<file path="src/rtl/scan_display_decoder_if.sv">
// Bundles the seven-segment scan bus and the decoder's results.
//   an[7:0]          anode enables as they appear on the pins
//   seg[6:0]         cathodes as they appear on the pins, seg[0]=a .. seg[6]=g
//   frame_data[31:0] last good frame, digit k at [4k+3:4k]
//   frame_bad[7:0]   bit k set = digit k was not a legal hex glyph
//   frame_valid      one-cycle pulse when frame_data/frame_bad update
//   err_onehot       one-cycle pulse: more than one anode active
//   err_seq          one-cycle pulse: scan order or dwell violated
//   sync             high while the decoder is locked onto the scan
//   frame_count      number of frames published (wraps)
// master: the side driving the display bus; slave: the decoder.
interface scan_display_decoder_if;
  logic [7:0]  an;
  logic [6:0]  seg;
  logic [31:0] frame_data;
  logic [7:0]  frame_bad;
  logic        frame_valid;
  logic        err_onehot;
  logic        err_seq;
  logic        sync;
  logic [15:0] frame_count;

  modport master (
    output an, seg,
    input  frame_data, frame_bad, frame_valid, err_onehot, err_seq, sync, frame_count
  );

  modport slave (
    input  an, seg,
    output frame_data, frame_bad, frame_valid, err_onehot, err_seq, sync, frame_count
  );
endinterface

</file>
<file path="src/rtl/scan_display_decoder.sv">
// Monitors a multiplexed 8-digit seven-segment bus and rebuilds the hex
// digits being shown. Each anode must be held for DWELL clocks and the
// anodes must be scanned 0,1,..,7 in order; every complete frame is
// published as a 32-bit word together with a per-digit "bad glyph" mask.
// Ports:
//   clk_480Hz  scan clock, all logic on the rising edge
//   reset      synchronous, active-high
//   bus        slave side of scan_display_decoder_if (see that file)
// Parameters:
//   DWELL          clocks each anode stays active (1..15)
//   AN_ACTIVE_LOW  anode pins active-low when 1
//   SEG_ACTIVE_LOW cathode pins active-low when 1
module scan_display_decoder #(
  parameter int DWELL          = 1,
  parameter bit AN_ACTIVE_LOW  = 1'b1,
  parameter bit SEG_ACTIVE_LOW = 1'b1
) (
  input  logic                  clk_480Hz,
  input  logic                  reset,
  scan_display_decoder_if.slave bus
);

  localparam logic [3:0]  DWELL_W   = 4'(DWELL);
  localparam logic [7:0]  AN_FLIP   = AN_ACTIVE_LOW  ? 8'hFF : 8'h00;
  localparam logic [6:0]  SEG_FLIP  = SEG_ACTIVE_LOW ? 7'h7F : 7'h00;
  // Bit b of the anode index is the OR of all anode lines whose position has bit b set.
  localparam logic [23:0] IDX_MASKS = {8'hF0, 8'hCC, 8'hAA};

  typedef enum logic {HUNT, TRACK} state_t;

  // Input stage, normalised to active-high. Cleared to "blank" on reset.
  logic [7:0] an_q;
  logic [6:0] seg_q;

  always_ff @(posedge clk_480Hz) begin
    if (reset) begin
      an_q  <= 8'h00;
      seg_q <= 7'h00;
    end else begin
      an_q  <= bus.an ^ AN_FLIP;
      seg_q <= bus.seg ^ SEG_FLIP;
    end
  end

  // Anode classification
  logic       an_blank;
  logic       an_multi;
  logic [2:0] an_idx;

  assign an_blank = (an_q == 8'h00);
  // Clearing the lowest set bit leaves something only if two or more were set.
  assign an_multi = ((an_q & (an_q - 8'd1)) != 8'h00);

  // Only meaningful when exactly one anode is active.
  generate
    for (genvar gi = 0; gi < 3; gi++) begin : g_idx
      assign an_idx[gi] = |(an_q & IDX_MASKS[8*gi +: 8]);
    end
  endgenerate

  // Glyph decode (gfedcba, active-high)
  logic [3:0] glyph_nib;
  logic       glyph_bad;

  always_comb begin
    glyph_nib = 4'h0;
    glyph_bad = 1'b0;
    case (seg_q)
      7'h3F: glyph_nib = 4'h0;
      7'h06: glyph_nib = 4'h1;
      7'h5B: glyph_nib = 4'h2;
      7'h4F: glyph_nib = 4'h3;
      7'h66: glyph_nib = 4'h4;
      7'h6D: glyph_nib = 4'h5;
      7'h7D: glyph_nib = 4'h6;
      7'h07: glyph_nib = 4'h7;
      7'h7F: glyph_nib = 4'h8;
      7'h6F: glyph_nib = 4'h9;
      7'h77: glyph_nib = 4'hA;
      7'h7C: glyph_nib = 4'hB;
      7'h39: glyph_nib = 4'hC;
      7'h5E: glyph_nib = 4'hD;
      7'h79: glyph_nib = 4'hE;
      7'h71: glyph_nib = 4'hF;
      default: glyph_bad = 1'b1;
    endcase
  end

  // Scan tracker
  state_t      state_reg, state_next;
  logic [2:0]  cur_reg, cur_next;
  logic [3:0]  dwell_reg, dwell_next;
  logic [31:0] data_buf_reg;
  logic [7:0]  bad_buf_reg;
  logic [31:0] frame_data_reg;
  logic [7:0]  frame_bad_reg;
  logic        frame_valid_reg;
  logic        err_onehot_reg;
  logic        err_seq_reg;
  logic        sync_reg;
  logic [15:0] frame_count_reg;

  logic accept;      // sample is a legal continuation of the scan
  logic capture;     // sample is the last dwell cycle of digit cur_next
  logic complete;    // sample finishes digit 7
  logic onehot_err;
  logic seq_err;

  always_comb begin
    state_next = state_reg;
    cur_next   = cur_reg;
    dwell_next = dwell_reg;
    accept     = 1'b0;
    onehot_err = 1'b0;
    seq_err    = 1'b0;
    case (state_reg)
      HUNT: begin
        if (an_multi) begin
          onehot_err = 1'b1;
        end else if (!an_blank && an_idx == 3'd0) begin
          state_next = TRACK;
          cur_next   = 3'd0;
          dwell_next = 4'd1;
          accept     = 1'b1;
        end
      end
      TRACK: begin
        if (an_multi) begin
          onehot_err = 1'b1;
          state_next = HUNT;
        end else if (an_blank) begin
          state_next = HUNT;
        end else if (an_idx == cur_reg) begin
          if (dwell_reg < DWELL_W) begin
            dwell_next = dwell_reg + 4'd1;
            accept     = 1'b1;
          end else begin
            seq_err    = 1'b1;
            state_next = HUNT;
          end
        // cur_reg is 3 bits, so after digit 7 the expected next index wraps
        // to 0 and a continuous scan stays in TRACK across frame boundaries.
        end else if (an_idx == cur_reg + 3'd1 && dwell_reg == DWELL_W) begin
          cur_next   = an_idx;
          dwell_next = 4'd1;
          accept     = 1'b1;
        end else begin
          seq_err = 1'b1;
          if (an_idx == 3'd0) begin
            // A digit-0 sample is a valid frame start, so relock on it.
            state_next = TRACK;
            cur_next   = 3'd0;
            dwell_next = 4'd1;
            accept     = 1'b1;
          end else begin
            state_next = HUNT;
          end
        end
      end
      default: state_next = HUNT;
    endcase
  end

  assign capture  = accept && (dwell_next == DWELL_W);
  assign complete = capture && (cur_next == 3'd7);

  always_ff @(posedge clk_480Hz) begin
    if (reset) begin
      state_reg       <= HUNT;
      cur_reg         <= 3'd0;
      dwell_reg       <= 4'd0;
      data_buf_reg    <= 32'h0;
      bad_buf_reg     <= 8'h0;
      frame_data_reg  <= 32'h0;
      frame_bad_reg   <= 8'h0;
      frame_valid_reg <= 1'b0;
      err_onehot_reg  <= 1'b0;
      err_seq_reg     <= 1'b0;
      sync_reg        <= 1'b0;
      frame_count_reg <= 16'h0;
    end else begin
      state_reg      <= state_next;
      cur_reg        <= cur_next;
      dwell_reg      <= dwell_next;
      err_onehot_reg <= onehot_err;
      err_seq_reg    <= seq_err;
      sync_reg       <= (state_next == TRACK);
      if (capture) begin
        data_buf_reg[{cur_next, 2'b00} +: 4] <= glyph_nib;
        bad_buf_reg[cur_next]                <= glyph_bad;
      end
      // Digit 7 is still being captured this cycle, so take it directly
      // from the decoder rather than from the buffer.
      frame_valid_reg <= complete;
      if (complete) begin
        frame_data_reg  <= {glyph_nib, data_buf_reg[27:0]};
        frame_bad_reg   <= {glyph_bad, bad_buf_reg[6:0]};
        frame_count_reg <= frame_count_reg + 16'd1;
      end
    end
  end

  assign bus.frame_data  = frame_data_reg;
  assign bus.frame_bad   = frame_bad_reg;
  assign bus.frame_valid = frame_valid_reg;
  assign bus.err_onehot  = err_onehot_reg;
  assign bus.err_seq     = err_seq_reg;
  assign bus.sync        = sync_reg;
  assign bus.frame_count = frame_count_reg;

endmodule
</file>
<file path="src/flat_wrapper.sv">
// flat-port wrapper written by rule: the top's interface ports become plain ports
module scan_display_decoder_flat 
#(
  parameter int DWELL          = 1,
  parameter bit AN_ACTIVE_LOW  = 1'b1,
  parameter bit SEG_ACTIVE_LOW = 1'b1
)
  (clk_480Hz, reset, bus_an, bus_seg, bus_frame_data, bus_frame_bad, bus_frame_valid, bus_err_onehot, bus_err_seq, bus_sync, bus_frame_count);
  scan_display_decoder_if bus_i ();
  input  logic clk_480Hz;
  input  logic reset;
  input wire logic [$bits(bus_i.an)-1:0] bus_an;
  input wire logic [$bits(bus_i.seg)-1:0] bus_seg;
  output wire logic [$bits(bus_i.frame_data)-1:0] bus_frame_data;
  output wire logic [$bits(bus_i.frame_bad)-1:0] bus_frame_bad;
  output wire logic [$bits(bus_i.frame_valid)-1:0] bus_frame_valid;
  output wire logic [$bits(bus_i.err_onehot)-1:0] bus_err_onehot;
  output wire logic [$bits(bus_i.err_seq)-1:0] bus_err_seq;
  output wire logic [$bits(bus_i.sync)-1:0] bus_sync;
  output wire logic [$bits(bus_i.frame_count)-1:0] bus_frame_count;
  assign bus_i.an = bus_an;
  assign bus_i.seg = bus_seg;
  assign bus_frame_data = bus_i.frame_data;
  assign bus_frame_bad = bus_i.frame_bad;
  assign bus_frame_valid = bus_i.frame_valid;
  assign bus_err_onehot = bus_i.err_onehot;
  assign bus_err_seq = bus_i.err_seq;
  assign bus_sync = bus_i.sync;
  assign bus_frame_count = bus_i.frame_count;
  scan_display_decoder #(.DWELL(DWELL), .AN_ACTIVE_LOW(AN_ACTIVE_LOW), .SEG_ACTIVE_LOW(SEG_ACTIVE_LOW)) u_core (.clk_480Hz(clk_480Hz), .reset(reset), .bus(bus_i));
endmodule
</file>
<file path="config.mk">
export PLATFORM = sky130hd
export DESIGN_NAME = scan_display_decoder_flat
export DESIGN_NICKNAME = d
export VERILOG_FILES = /design/src/rtl/scan_display_decoder_if.sv /design/src/rtl/scan_display_decoder.sv /design/src/flat_wrapper.sv
export SDC_FILE = /design/constraint.sdc
export NUM_CORES = 1
export LEC_CHECK = 0
export BUFFER_PORTS_ARGS = -buffer_cell sky130_fd_sc_hd__buf_2
export CORE_MARGIN = 2
export CORE_UTILIZATION = 40
export DETAILED_ROUTE_END_ITERATION = 16
export PLACE_DENSITY = 0.67
export SETUP_SLACK_MARGIN = 0.05
export SYNTH_ARGS = -nofsm -noshare
export SYNTH_HDL_FRONTEND = slang
export SYNTH_SLANG_ARGS = --single-unit
export TNS_END_PERCENT = 10
</file>
<file path="constraint.sdc">
create_clock -name clk_480Hz -period 4.57 [get_ports clk_480Hz]
set_clock_uncertainty 0.05 [all_clocks]
set_input_delay 0.914 -clock clk_480Hz [delete_from_list [all_inputs] [get_ports clk_480Hz]]
set_output_delay 0.914 -clock clk_480Hz [all_outputs]
set_load 0.01 [all_outputs]
</file>
### After elaboration in Yosys (flattened, before gate mapping)

Cells that the tools add are included.

| word-level totals | value |
|---|---|
| register bits | 122 |
| input port bits | 17 |
| output and inout bits | 60 |
| word-level logic and storage cells | 98 |

| cells by class | value |
|---|---|
| add/subtract/negate cells | 5 |
| magnitude comparators | 3 |
| eq/ne operators | 21 |
| shift operators | 2 |
| muxes and demuxes | 36 |
| bitwise operators | 4 |
| reductions and logical operators | 14 |

Operators with widths:

| kind | count |
|---|---|
| 7-bit == test (second input constant) | 12 |
| 4-bit case mux with 15 select lines | 1 |
| 32-bit bitwise mux | 1 |
| 4-bit two-way mux | 8 |
| 4-bit by 7-bit variable shift with 32-bit output (first input constant) | 1 |
| 4-bit by 7-bit indexed part select with 32-bit output | 1 |
| 3-bit two-way mux | 7 |
| 16-bit by 1-bit adder with 16-bit output (second input constant) | 1 |
| 16-bit OR reduction | 1 |
| 4-bit OR reduction | 4 |
| 7-bit by 3-bit == test with 1-bit output (second input constant) | 2 |
| 7-bit by 6-bit == test with 1-bit output (second input constant) | 2 |
| 1-bit two-way mux | 14 |
| 8-bit bitwise AND | 1 |
| 8-bit bitwise mux | 1 |
| 4-bit by 1-bit == test with 1-bit output (second input constant) | 2 |
| 8-bit logical NOT | 1 |
| 8-bit inverter | 1 |
| 4-bit case mux with 2 select lines | 1 |
| 8-bit nonzero test | 1 |
| 8-bit by 1-bit subtractor with 8-bit output (second input constant) | 1 |
| 5-bit negation with 7-bit output | 1 |
| 7-bit inverter | 1 |
| 3-bit == test | 2 |
| 13 further kinds | 17 |

### Longest topological paths before layout

Gate-level depths: netlist (run 1).

| depth | value |
|---|---|
| word-level depth | 13 |
| gate-level depth with buffers | 17 |
| mapped depth without buffers | 14 |

### Worst setup path before layout (run 1)

No wires, ideal clock.

| timing path | value |
|---|---|
| kind | register -> register |
| start point | reg u_core.an_q[3] |
| end point | reg u_core.data_buf_reg[12] |
| setup time | 70 ps |
| data arrival time | 4049 ps |
| data required time | 4450 ps |
| path slack | 401 ps |
| stages on the path, launching flop included | 17 |
| path buffers | 3 |
| period minus slack after synthesis | 4169 ps |
| cell sequence | dfxtp_1 or4_1 a2111oi_0 a211oi_1 a21bo_1 buf_2 o221ai_2 inv_2 clkbuf_1 ha_1 ha_1 clkbuf_1 nand2_1 a21oi_1 nand4_1 or4_1 a21oi_1 |

| on the way | value |
|---|---|
| cells in the longest elaborated chain, start to end | 11 |
| elaborated cells between the ends (all ways) | 42 |
| classes of those cells | add/sub: 2; eq/ne: 3; shift: 2; mux: 25; bitwise: 1; reduce/logical: 9 |

Ends and longest elaborated chain:

| item | RTL line | source |
|---|---|---|
| start: declaration | scan_display_decoder.sv:32 | `logic [7:0] an_q;` |
| start signal: assignment | scan_display_decoder.sv:40 | `an_q <= bus.an ^ AN_FLIP;` |
| branches (longest 7 deep; another with 8-bit by 1-bit subtractor with 8-bit output) | - |  |
| 3-bit case mux with 2 select lines * | scan_display_decoder.sv:116 | `case (state_reg)` |
| net u_core.cur_next[0] | scan_display_decoder.sv:91 | `logic [2:0] cur_reg, cur_next;` |
| 5-bit negation with 7-bit output * | scan_display_decoder.sv:189 | `data_buf_reg[{cur_next, 2'b00} +: 4] <= glyph_nib;` |
| 4-bit by 7-bit indexed part select with 32-bit output / 4-bit by 7-bit variable shift with 32-bit output (equally long branches) | scan_display_decoder.sv:189 |  |
| 32-bit bitwise mux * | scan_display_decoder.sv:189 |  |
| end signal: indexed assignment | scan_display_decoder.sv:189 |  |
| end: declaration | scan_display_decoder.sv:93 | `logic [31:0] data_buf_reg;` |

Mark *: on every way through the listed nets, which the timed path passes.
A chain may end at the register's enable or synchronous reset.

### Final worst setup path (run 1)

| timing path | value |
|---|---|
| start point | reg u_core.an_q[3] |
| end point | reg u_core.data_buf_reg[14] |

The elaborated chain is that of the path after synthesis.

==> results of run 1 <==
==> layer usage <==
metal  part of all wire, %  up-vias  global-route usage, %
met2                    47      170                   31.3
li1                      -     2511                      -
met3                   5.5       30                   4.37
met4                   2.2        0                   9.12
met5                     0        -                      0
met1                    45     2422                   25.5
==> critical path: cells and delay by family (launching register included) <==
| kind | cells | cell delay [ns] |
|---|---|---|
| AO/OA/AOI/OAI | 6 | 1.53 |
| adder cells (fa/ha/maj) | 2 | 0.63 |
| buffers and inverters | 1 | 0.18 |
| flip-flops | 1 | 0.38 |
| AND/OR/NAND/NOR | 4 | 1.42 |
==> cells in the final DEF, fill, tap and decap left out, types with 12 or more instances in the layout <==
cell,count
sky130_fd_sc_hd__nand3_1,54
sky130_fd_sc_hd__nor3_1,12
sky130_fd_sc_hd__buf_4,13
sky130_fd_sc_hd__a21oi_1,72
sky130_fd_sc_hd__or4_1,19
sky130_fd_sc_hd__nor2_1,43
sky130_fd_sc_hd__nand2_1,27
sky130_fd_sc_hd__dfxtp_1,117
sky130_fd_sc_hd__inv_1,13
sky130_fd_sc_hd__nand2b_1,34
sky130_fd_sc_hd__mux2i_1,27
sky130_fd_sc_hd__buf_2,75
sky130_fd_sc_hd__o31ai_1,12
sky130_fd_sc_hd__clkbuf_16,17
sky130_fd_sc_hd__o21ai_0,53
==> worst max path at each step <==
stage	to	start	slack, ns
4_1_cts	u_core.data_buf_reg[14]	u_core.an_q[3]	0.16
2_1_floorplan	u_core.data_buf_reg[12]	u_core.an_q[3]	0.40
3_3_place_gp	u_core.data_buf_reg[14]	u_core.an_q[7]	0.37
3_5_place_dp	u_core.data_buf_reg[14]	u_core.an_q[3]	0.19
6_report	u_core.data_buf_reg[14]	u_core.an_q[3]	0.32
5_1_grt	u_core.data_buf_reg[22]	u_core.an_q[7]	-0.05
==> what timing repair did <==
action,4_1_cts,5_1_grt
buffers inserted,0,1
gates resized for setup,0,1
endpoints found under the setup margin,0,7
==> cells by family after synthesis <==
| group | after synthesis | share of synthesized area (%) |
|---|---|---|
| flip-flops | 117 | 41.5 |
| AO/OA/AOI/OAI | 182 | 19.1 |
| adder cells (fa/ha/maj) | 12 | 2.57 |
| buffers and inverters | 73 | 5.37 |
| XOR/XNOR | 9 | 1.40 |
| multiplexers | 27 | 4.79 |
| AND/OR/NAND/NOR | 246 | 25.3 |
==> cell type report <==
class                   instances  area [um2]
well taps                     180         225
flip-flops and latches        117        2340
clock inverters                 7         118
repair buffers                 89         493
inverters                      14        52.6
fillers                      1290        7080
clock buffers                  24         512
multi-input cells             476        3000
==> metrics by stage <==
stage | hold WS (ns) | TNS, ns
detailed placement | 0.408 | 0
CTS | 0.419 | 0
floorplan | 0.390 | 0
global placement | 0.406 | 0
global route | 0.437 | -0.136
finish | 0.414 | 0
==> power breakdown <==
part           leakage, uW  switching (uW)  internal (uW)
clock             0.000301             462            939
sequential        0.000947            22.1           1030
combinational      0.00131             175            102
==> qor.csv, run 1 <==
metric,value,unit
worst_ir_drop_vdd,0.000277,V
crit_slowest_cell,sky130_fd_sc_hd__or4_1,
synth_warnings,0,
critical_path.cell_chain,or4_1 > a2111oi_0 > a211oi_1 > a21bo_1 > o32ai_2 > inv_1 > ha_1 > ha_1 > nand2_1 > a21oi_1 > nand4_1 > or4_1 > a21oi_1,
synthesis.area,5640,um2
critical_path.max_fanout,8,
cts_buffers,17,
pin_count,77,
antenna_found_initial,0,
clkSinkCount,117,
setup_repair_after_global_routing_missed_its_margin,true,
minimum_setup_slack_after_placement,0.192,ns
setup_viol,0,
first_pass_grt_wire_length,23400,um
synth_most_common_cell,sky130_fd_sc_hd__dfxtp_1,
gp_congestion,0.929,
cp_slowest_stage_delay,0.62,ns
synth-async-reset-ratio,0,%
number_of_violations_of_the_max_capacitance_limit,0,
clock_tree_from_tritoncts,yes,
drt_pass1_iterations,5,
synth_ff_type,sky130_fd_sc_hd__dfxtp_1,
detailedPlacementHpwl,9670,um
insertedDiodeCount,0,
finish.net_count,742,
ys_seq_area_share,41.5,%
flops_latches_synth,117,
finalPower,2730,uW
clkSlewWorstSetupHoldPaths,0.05,ns
tightestPinTransition,0.880,ns
yosys.cell_types.count,65,
dieWidth,123,um
powerDensity,405,nW/um2
htree_num_levels,4,
regToRegSetupSlack,0.32,ns
initial_utilization,40.8,%
vias_in_the_first_global_route,4756,
largest_reg_flops,32,
placement.cell_area,6100,um2
final_min_period_over_clock_period,93.0,%
cts_hold_buf,0,
number_of_antenna_violating_nets_in_the_routed_design,0,
instances_no_fill,907,
route.vias.total,5133,
clkLatencyLatePin,0.42,ns
netlist_top_cells_count,"sky130_fd_sc_hd__dfxtp_1 (117), sky130_fd_sc_hd__a21oi_1 (72), sky130_fd_sc_hd__nand3_1 (54)",
chipHeight,123,um
drc,0,
timing.critical_path.from_type,register,
initial_drt_markers,356,
rr_worst_depth,13,
postSynthCellCount,666,
timing.hold.worst_path_depth,2,
worst_slack,0.318,ns
drive_gt1_share,19.5,%
congestion_overflow_gr,0,
worst-endpoint-arrival,4.54,ns
post_synth_net_total,693,
grt.total_usage,19.7,%
achievable-frequency,0.235,GHz
period_needed,4.25,ns
post-place-cells,875,
floorplan.die_area,15100,um2
area.growth.synth_to_final,19.6,%
slew_headroom,41.3,%
status,"complete, no violations",
final_max_slew_viol_count,0,
synth.area.top_cells,"sky130_fd_sc_hd__dfxtp_1 (42%), sky130_fd_sc_hd__a21oi_1 (6.4%), sky130_fd_sc_hd__mux2i_1 (4.8%), sky130_fd_sc_hd__nand3_1 (4.8%), sky130_fd_sc_hd__o21ai_0 (4.7%)",
synthDominantAreaCellType,sky130_fd_sc_hd__dfxtp_1,
port-buffer-count,76,
regToRegEndpoint,u_core.data_buf_reg[14],
hold_violations,0,
finalInstanceArea,6750,um2
detail_route.wirelength,14300,um
core-area,13800,um2
synth_edf_count,0,
clock_path_buffers,2,
hold_class,reg2reg,
post-synth-top-area-fraction,41.5,%
cts_root_buf,sky130_fd_sc_hd__clkbuf_16,
hold_path.startpoint,u_core.bad_buf_reg[3],
element_type_at_the_critical_path_end,register,
critPathKind,reg2reg,
reg2reg_from,u_core.an_q[3],
p_leak,0.00255,uW
placement_rows,43,
wire_per_inst,15.7,um
whs_endpoint,u_core.bus.frame_bad[3],
vias_per_cell,5.66,
grt_start_max_net_pins,97,
syn_area_per_cell,8.47,um2
fin_util,48.8,%
worstPathRequired,4.86,ns
Note: power is estimated with default switching activity, not from simulation.
==> run 2, diff against run 1 <==
--- a/config.mk
+++ b/config.mk
@@ -5,6 +5,8 @@
 export SDC_FILE = /design/constraint.sdc
 export NUM_CORES = 1
 export LEC_CHECK = 0
+export ABC_AREA = 1
+export ABC_CLOCK_PERIOD_IN_PS = 4570
 export BUFFER_PORTS_ARGS = -buffer_cell sky130_fd_sc_hd__buf_2
 export CORE_MARGIN = 2
 export CORE_UTILIZATION = 40
==> run 2 against run 1 <==
Against the previous run:
- critical path type unchanged
- wire length is 5.7% lower
- worst hold slack worse by 0.021 ns
- die area up 0.99%
==> qor.csv, run 2 <==
metric,value,unit,change
core-area,13900,um2,"was 13,800 um2"
finalPower,2530,uW,was 2730 uW
cp_slowest_stage_delay,0.46,ns,was 0.62 ns
post-synth-top-area-fraction,41.1,%,was 41.5%
critical_path.n_buffers_inverters,3,,was 1
slew_headroom,25.3,%,was 41.3%
insertedDiodeCount,0,,unchanged
antenna_found_initial,0,,unchanged
whs_endpoint,u_core.bus.frame_bad[7],,was u_core.bus.frame_bad[3]
syn_area_per_cell,7.03,um2,was 8.47 um2
post-place-cells,1042,,was 875
period_needed,3.75,ns,was 4.25 ns
setup_viol,0,,unchanged
grt.total_usage,18.7,%,was 19.7%
detail_route.wirelength,13500,um,"was 14,300 um"
placement.cell_area,6130,um2,was 6100 um2
synth.area.top_cells,"sky130_fd_sc_hd__dfxtp_1 (41%), sky130_fd_sc_hd__nand2_1 (11%), sky130_fd_sc_hd__nor2_1 (8.5%), sky130_fd_sc_hd__nand3_1 (7.4%), sky130_fd_sc_hd__a21oi_1 (5.6%)",,"was sky130_fd_sc_hd__dfxtp_1 (42%), sky130_fd_sc_hd__a21oi_1 (6.4%), sky130_fd_sc_hd__mux2i_1 (4.8%), sky130_fd_sc_hd__nand3_1 (4.8%), sky130_fd_sc_hd__o21ai_0 (4.7%)"
dieWidth,123,um,about the same
clock_path_buffers,2,,unchanged
chipHeight,123,um,about the same
vias_in_the_first_global_route,4866,,"was 4,756"
drt_pass1_iterations,5,,unchanged
critical_path.max_fanout,12,,was 8
powerDensity,375,nW/um2,was 405 nW/um2
critical_path.cell_chain,inv_1 > ha_1 > nor3b_1 > nand2_1 > nor2_1 > nand3_2 > nand2_2 > nand2_1 > nand2_1 > nand2_1 > nand2_1 > clkinv_1 > ha_1 > inv_1 > nand2_1 > nor3_1 > nand3_1 > nand2_1 > nand2_1 > nor2_1,,was or4_1 > a2111oi_0 > a211oi_1 > a21bo_1 > o32ai_2 > inv_1 > ha_1 > ha_1 > nand2_1 > a21oi_1 > nand4_1 > or4_1 > a21oi_1
placement_rows,43,,unchanged
p_leak,0.00295,uW,was 0.00255 uW
multiInputGateArea,2810,um2,was 3000 um2
mostFrequentLayoutCell,sky130_fd_sc_hd__nand2_1,,was sky130_fd_sc_hd__dfxtp_1
pin_count,77,,unchanged
clock_tree_from_tritoncts,yes,,unchanged
element_type_at_the_critical_path_end,register,,unchanged
hold_violations,0,,unchanged
final_max_slew_viol_count,0,,unchanged
port-buffer-count,76,,unchanged
status,"complete, no violations",,unchanged
number_of_violations_of_the_max_capacitance_limit,0,,unchanged
post_synth_net_total,838,,was 693
timing.critical_path.from_type,register,,unchanged
finalInstanceArea,6750,um2,about the same
congestion_overflow_gr,0,,unchanged
worst_ir_drop_vdd,0.000266,V,was 0.000277 V
regToRegEndpoint,u_core.data_buf_reg[18],,was u_core.data_buf_reg[14]
rr_worst_depth,20,,was 13
setup_repair_after_global_routing_missed_its_margin,false,,was true
detailedPlacementHpwl,9220,um,was 9670 um
achievable-frequency,0.267,GHz,was 0.235 GHz
cts_buffers,17,,unchanged
number_of_antenna_violating_nets_in_the_routed_design,0,,unchanged
cts_resized,0,,unchanged
drc,0,,unchanged
drive_gt1_share,16.7,%,was 19.5%
netlist_top_cells_count,"sky130_fd_sc_hd__nand2_1 (166), sky130_fd_sc_hd__nor2_1 (129), sky130_fd_sc_hd__dfxtp_1 (117)",,"was sky130_fd_sc_hd__dfxtp_1 (117), sky130_fd_sc_hd__a21oi_1 (72), sky130_fd_sc_hd__nand3_1 (54)"
hold_path.startpoint,u_core.bus.frame_bad[7],,was u_core.bad_buf_reg[3]
synth_warnings,0,,unchanged
flops_latches_synth,117,,unchanged
hold_class,reg2reg,,unchanged
worstPathRequired,4.87,ns,was 4.86 ns
wire_per_inst,12.6,um,was 15.7 um
floorplan.die_area,15200,um2,"was 15,100 um2"
synth-async-reset-ratio,0,%,unchanged
path_delay_family,simple AND/OR/NAND/NOR gates,,was compound AO/OA/AOI/OAI gates
regToRegSetupSlack,0.82,ns,was 0.32 ns
synth_most_common_cell,sky130_fd_sc_hd__nand2_1,,was sky130_fd_sc_hd__dfxtp_1
synthDominantAreaCellType,sky130_fd_sc_hd__dfxtp_1,,unchanged
instances_no_fill,1072,,was 907
ys_seq_area_share,41.1,%,was 41.5%
clkSlewWorstSetupHoldPaths,0.06,ns,was 0.05 ns
grt_start_max_net_pins,75,,was 97
worst-endpoint-arrival,4.05,ns,was 4.54 ns
fillerInstances,1399,,"was 1,290"
synth_edf_count,0,,unchanged
fin_setup_tns,0,ns,unchanged
final_min_period_over_clock_period,82.1,%,was 93.0%
cts_root_buf,sky130_fd_sc_hd__clkbuf_16,,unchanged
first_pass_grt_wire_length,22500,um,"was 23,400 um"
initial_utilization,41.0,%,was 40.8%
post_cts_buffers,0,,unchanged
finish.net_count,908,,was 742
clkLatencyLatePin,0.41,ns,was 0.42 ns
clkSinkCount,117,,unchanged
gp_congestion,0.875,,was 0.929
cts_hold_buf,0,,unchanged
timing.hold.worst_path_depth,2,,unchanged
final-seq-area,2340,um2,unchanged
vias_per_cell,4.91,,was 5.66
reg2reg_from,u_core.dwell_reg[1],,was u_core.an_q[3]
route.vias.total,5267,,"was 5,133"
critPathKind,reg2reg,,unchanged
synth_ff_type,sky130_fd_sc_hd__dfxtp_1,,unchanged
crit_slowest_cell,sky130_fd_sc_hd__ha_1,,was sky130_fd_sc_hd__or4_1
largest_reg_flops,32,,unchanged
htree_num_levels,4,,unchanged
synthesis.area,5700,um2,was 5640 um2
tightestPinTransition,1.12,ns,was 0.880 ns
critical-path-top-cell-by-count,sky130_fd_sc_hd__nand2_1,,
postSynthCellCount,811,,was 666
most-common-layout-cells,"sky130_fd_sc_hd__nand2_1 (166), sky130_fd_sc_hd__nor2_1 (129), sky130_fd_sc_hd__dfxtp_1 (117)",,"was sky130_fd_sc_hd__dfxtp_1 (117), sky130_fd_sc_hd__buf_2 (75), sky130_fd_sc_hd__a21oi_1 (72)"
yosys.cell_types.count,35,,was 65
initial_drt_markers,359,,was 356
area.growth.synth_to_final,18.4,%,was 19.6%
run 2: layer usage:
metal | vias to the layer above | part of all wire [%] | GRT usage (%)
met2 | 127 | 45 | 30.6
met1 | 2385 | 49 | 23.9
met3 | 20 | 4.4 | 4.15
met5 | - | 0 | 0
met4 | 0 | 2.0 | 7.74
li1 | 2735 | - | -
run 2: where the power goes:
group / leakage, uW / switching, uW / internal, uW
Combinational: 0.00170 / 58.7 / 25.5
Clock: 0.000305 / 459 / 947
Sequential: 0.000946 / 7.83 / 1030
run 2: how the worst max path moves through the flow:
stage	slack (ns)	to	startpoint	depth (start not counted)
2_1_floorplan	1.73	u_core.data_buf_reg[1]	u_core.an_q[3]	20
3_5_place_dp	0.90	u_core.data_buf_reg[17]	u_core.dwell_reg[1]	20
6_report	0.82	u_core.data_buf_reg[18]	u_core.dwell_reg[1]	20
3_3_place_gp	1.02	u_core.data_buf_reg[17]	u_core.dwell_reg[1]	20
5_1_grt	0.34	u_core.data_buf_reg[17]	u_core.dwell_reg[1]	20
4_1_cts	0.89	u_core.data_buf_reg[18]	u_core.dwell_reg[1]	20
run 2: worst reg2reg max path, delay by kind of cell, from the launching register on:
kind | cells | cell delay (ns)
AND/OR/NAND/NOR | 15 | 2.08
flip-flops | 1 | 0.32
buffers and inverters | 3 | 0.65
adder cells (fa/ha/maj) | 2 | 0.61
run 2: area by class of cell:
cell class	count	share of cell area, %
Clock buffer	21	6.97
Clock inverter	9	2.24
Inverter	92	5.19
Multi-Input combinational cell	575	41.7
Sequential cell	117	34.7
Tap cell	180	3.34
Timing Repair Buffer	78	5.86
run 2: cells by family after synthesis:
logic type,count (synthesis),synth area share (%)
compound gates,105,9.53
fa+ha+maj,10,2.20
buf+inv,119,9.53
xor+xnor,14,2.15
simple gates,446,35.5
flops,117,41.1
run 2: stage by stage:
step	utilization, %	hold WS [ns]	worst slack, ns
final	48.6	0.393	0.818
after global routing	48.6	0.416	0.344
after CTS	48.6	0.393	0.886
after detailed placement	44.1	0.384	0.904
after global placement	44.1	0.384	1.02
after floorplan	-	0.392	1.73
==> run 3, diff against run 2 <==
--- a/config.mk
+++ b/config.mk
@@ -6,7 +6,7 @@
 export NUM_CORES = 1
 export LEC_CHECK = 0
 export ABC_AREA = 1
-export ABC_CLOCK_PERIOD_IN_PS = 4570
+export ABC_CLOCK_PERIOD_IN_PS = 3580
 export BUFFER_PORTS_ARGS = -buffer_cell sky130_fd_sc_hd__buf_2
 export CORE_MARGIN = 2
 export CORE_UTILIZATION = 40
==> constraint.sdc (replaced) <==
create_clock -name clk_480Hz -period 3.58 [get_ports clk_480Hz]
set_clock_uncertainty 0.05 [all_clocks]
set_input_delay 0.716 -clock clk_480Hz [delete_from_list [all_inputs] [get_ports clk_480Hz]]
set_output_delay 0.716 -clock clk_480Hz [all_outputs]
set_load 0.01 [all_outputs]
==> run 3 against run 2 <==
Against the previous run:
- fmax is 17% higher
- sequential share of layout area is 0.096 points lower
- combinational power is 29% higher
- die area stayed put
- setup slack worse by 0.43 ns
- first-iteration DRC count is 15% lower
- largest cell class unchanged
- largest power group unchanged
- highest routed layer unchanged
==> qor.csv, run 3 (synthesis gave the netlist of run 2 again) <==
metric,value,unit,change
post-place-cells,1045,,"was 1,042"
initial_utilization,41.0,%,unchanged
fillerInstances,1411,,"was 1,399"
clkSlewWorstSetupHoldPaths,0.05,ns,was 0.06 ns
fin_setup_tns,0,ns,unchanged
pin_count,77,,unchanged
period_needed,3.20,ns,was 3.75 ns
dieWidth,123,um,unchanged
congestion_overflow_gr,0,,unchanged
first_pass_grt_wire_length,22900,um,"was 22,500 um"
hold_class,in2reg,,was reg2reg
critical_path.max_fanout,8,,was 12
path_delay_family,simple AND/OR/NAND/NOR gates,,unchanged
number_of_antenna_violating_nets_in_the_routed_design,0,,unchanged
worst-endpoint-arrival,3.49,ns,was 4.05 ns
initial_drt_markers,306,,was 359
achievable-frequency,0.313,GHz,was 0.267 GHz
htree_num_levels,4,,unchanged
most-common-layout-cells,"sky130_fd_sc_hd__nand2_1 (165), sky130_fd_sc_hd__nor2_1 (129), sky130_fd_sc_hd__dfxtp_1 (117)",,"was sky130_fd_sc_hd__nand2_1 (166), sky130_fd_sc_hd__nor2_1 (129), sky130_fd_sc_hd__dfxtp_1 (117)"
p_leak,0.00296,uW,was 0.00295 uW
crit_slowest_cell,sky130_fd_sc_hd__ha_1,,unchanged
detail_route.wirelength,13600,um,"was 13,500 um"
mostFrequentLayoutCell,sky130_fd_sc_hd__nand2_1,,unchanged
number_of_violations_of_the_max_capacitance_limit,0,,unchanged
grt.total_usage,19.0,%,was 18.7%
powerDensity,471,nW/um2,was 375 nW/um2
grt_start_max_net_pins,75,,unchanged
wire_per_inst,12.7,um,was 12.6 um
worst_slack,0.385,ns,was 0.818 ns
detailedPlacementHpwl,9290,um,was 9220 um
worstPathRequired,3.88,ns,was 4.87 ns
finalInstanceArea,6770,um2,was 6750 um2
tightestPinTransition,0.892,ns,was 1.12 ns
cp_slowest_stage_delay,0.38,ns,was 0.46 ns
final_min_period_over_clock_period,89.3,%,was 82.1%
critical_path.cell_chain,nor2_1 > nand2_1 > nor3_2 > inv_1 > nor2_1 > o21ai_0 > nand2_1 > clkinv_1 > ha_1 > inv_1 > nand2_1 > nor3_1 > nand3_2 > nand2_1 > nand2_1 > nor2_1,,was inv_1 > ha_1 > nor3b_1 > nand2_1 > nor2_1 > nand3_2 > nand2_2 > nand2_1 > nand2_1 > nand2_1 > nand2_1 > clkinv_1 > ha_1 > inv_1 > nand2_1 > nor3_1 > nand3_1 > nand2_1 > nand2_1 > nor2_1
core-area,13900,um2,unchanged
placement_rows,43,,unchanged
multiInputGateArea,2830,um2,was 2810 um2
floorplan.die_area,15200,um2,unchanged
final_max_slew_viol_count,0,,unchanged
slew_headroom,40.5,%,was 25.3%
cts_resized,0,,unchanged
clock_tree_from_tritoncts,yes,,unchanged
element_type_at_the_critical_path_end,register,,unchanged
vias_in_the_first_global_route,5019,,"was 4,866"
area.growth.synth_to_final,18.8,%,was 18.4%
clock_path_buffers,2,,unchanged
gp_congestion,0.939,,was 0.875
insertedDiodeCount,0,,unchanged
vias_per_cell,4.90,,was 4.91
port-buffer-count,76,,unchanged
final-seq-area,2340,um2,unchanged
cts_root_buf,sky130_fd_sc_hd__clkbuf_16,,unchanged
minimum_setup_slack_after_placement,0.310,ns,was 0.904 ns
cts_buffers,17,,unchanged
setup_viol,0,,unchanged
largest_reg_flops,32,,unchanged
finish.net_count,911,,was 908
cts_hold_buf,0,,unchanged
final.hold.worst_slack,0.399,ns,was 0.393 ns
antenna_found_initial,0,,unchanged
route.vias.total,5270,,"was 5,267"
worst_ir_drop_vdd,0.000340,V,was 0.000266 V
clkSinkCount,117,,unchanged
chipHeight,123,um,unchanged
drc,0,,unchanged
drt_pass1_iterations,6,,was 5
timing.critical_path.from_type,register,,unchanged
critPathKind,reg2reg,,unchanged
critical-path-top-cell-by-count,sky130_fd_sc_hd__nand2_1,,unchanged
hold_violations,0,,unchanged
critical_path.n_buffers_inverters,3,,unchanged
post_cts_buffers,0,,unchanged
drive_gt1_share,17.4,%,was 16.7%
status,"complete, no violations",,unchanged
placement.cell_area,6150,um2,was 6130 um2
instances_no_fill,1075,,"was 1,072"
clkLatencyLatePin,0.41,ns,about the same
[run 3: area by class of cell]
type | instances | area share (%)
multi-input combinational | 575 | 41.8
clock buffer | 20 | 6.60
clock inverter | 10 | 2.31
sequential | 117 | 34.6
inverter | 92 | 5.18
timing repair buffer | 81 | 6.18
tap | 180 | 3.33
[run 3: worst reg2reg max path, stage by stage (launching register included)]
cell                       delay [ns]
sky130_fd_sc_hd__dfxtp_1         0.34
sky130_fd_sc_hd__nor2_1          0.20
sky130_fd_sc_hd__nand2_1         0.13
sky130_fd_sc_hd__nor3_2          0.24
sky130_fd_sc_hd__inv_1           0.10
sky130_fd_sc_hd__nor2_1          0.19
sky130_fd_sc_hd__o21ai_0         0.13
sky130_fd_sc_hd__nand2_1         0.21
sky130_fd_sc_hd__clkinv_1        0.14
sky130_fd_sc_hd__ha_1            0.38
sky130_fd_sc_hd__inv_1           0.13
sky130_fd_sc_hd__nand2_1         0.14
sky130_fd_sc_hd__nor3_1          0.30
sky130_fd_sc_hd__nand3_2         0.21
sky130_fd_sc_hd__nand2_1         0.10
sky130_fd_sc_hd__nand2_1         0.05
sky130_fd_sc_hd__nor2_1          0.10
[run 3: per-stage QoR]
stage	util (%)	total power (uW)
2_1_floorplan	-	1430
3_3_place_gp	44.3	1460
3_5_place_dp	44.3	1460
4_1_cts	48.6	3220
5_1_grt	48.7	3290
6_report	48.7	3190
[run 3: path summary, 6_finish.rpt]
path	from	to	slack, ns	cells after the start
max	u_core.an_q[7]	u_core.data_buf_reg[18]	0.38	16
min	bus_an[7]	u_core.an_q[7]	0.40	2
max reg2reg	u_core.an_q[7]	u_core.data_buf_reg[18]	0.38	16
min reg2reg	u_core.bus.frame_bad[4]	u_core.bus.frame_bad[4]	0.40	2
[run 3: layer usage]
layer | global-route usage (%) | part of all wire [%] | up-vias | wire (um)
met1 | 24.1 | 49 | 2373 | 6670
met3 | 4.24 | 4.3 | 20 | 583
li1 | - | - | 2758 | -
met5 | 0 | 0 | - | 0
met2 | 31.1 | 45 | 119 | 6150
met4 | 7.95 | 1.6 | 0 | 216
[run 3: power breakdown]
part           switching [uW]  internal, uW  total, uW
Clock                     587          1170       1760
Combinational            75.4          33.6        109
Sequential               10.3          1310       1320
Total                     673          2520       3190
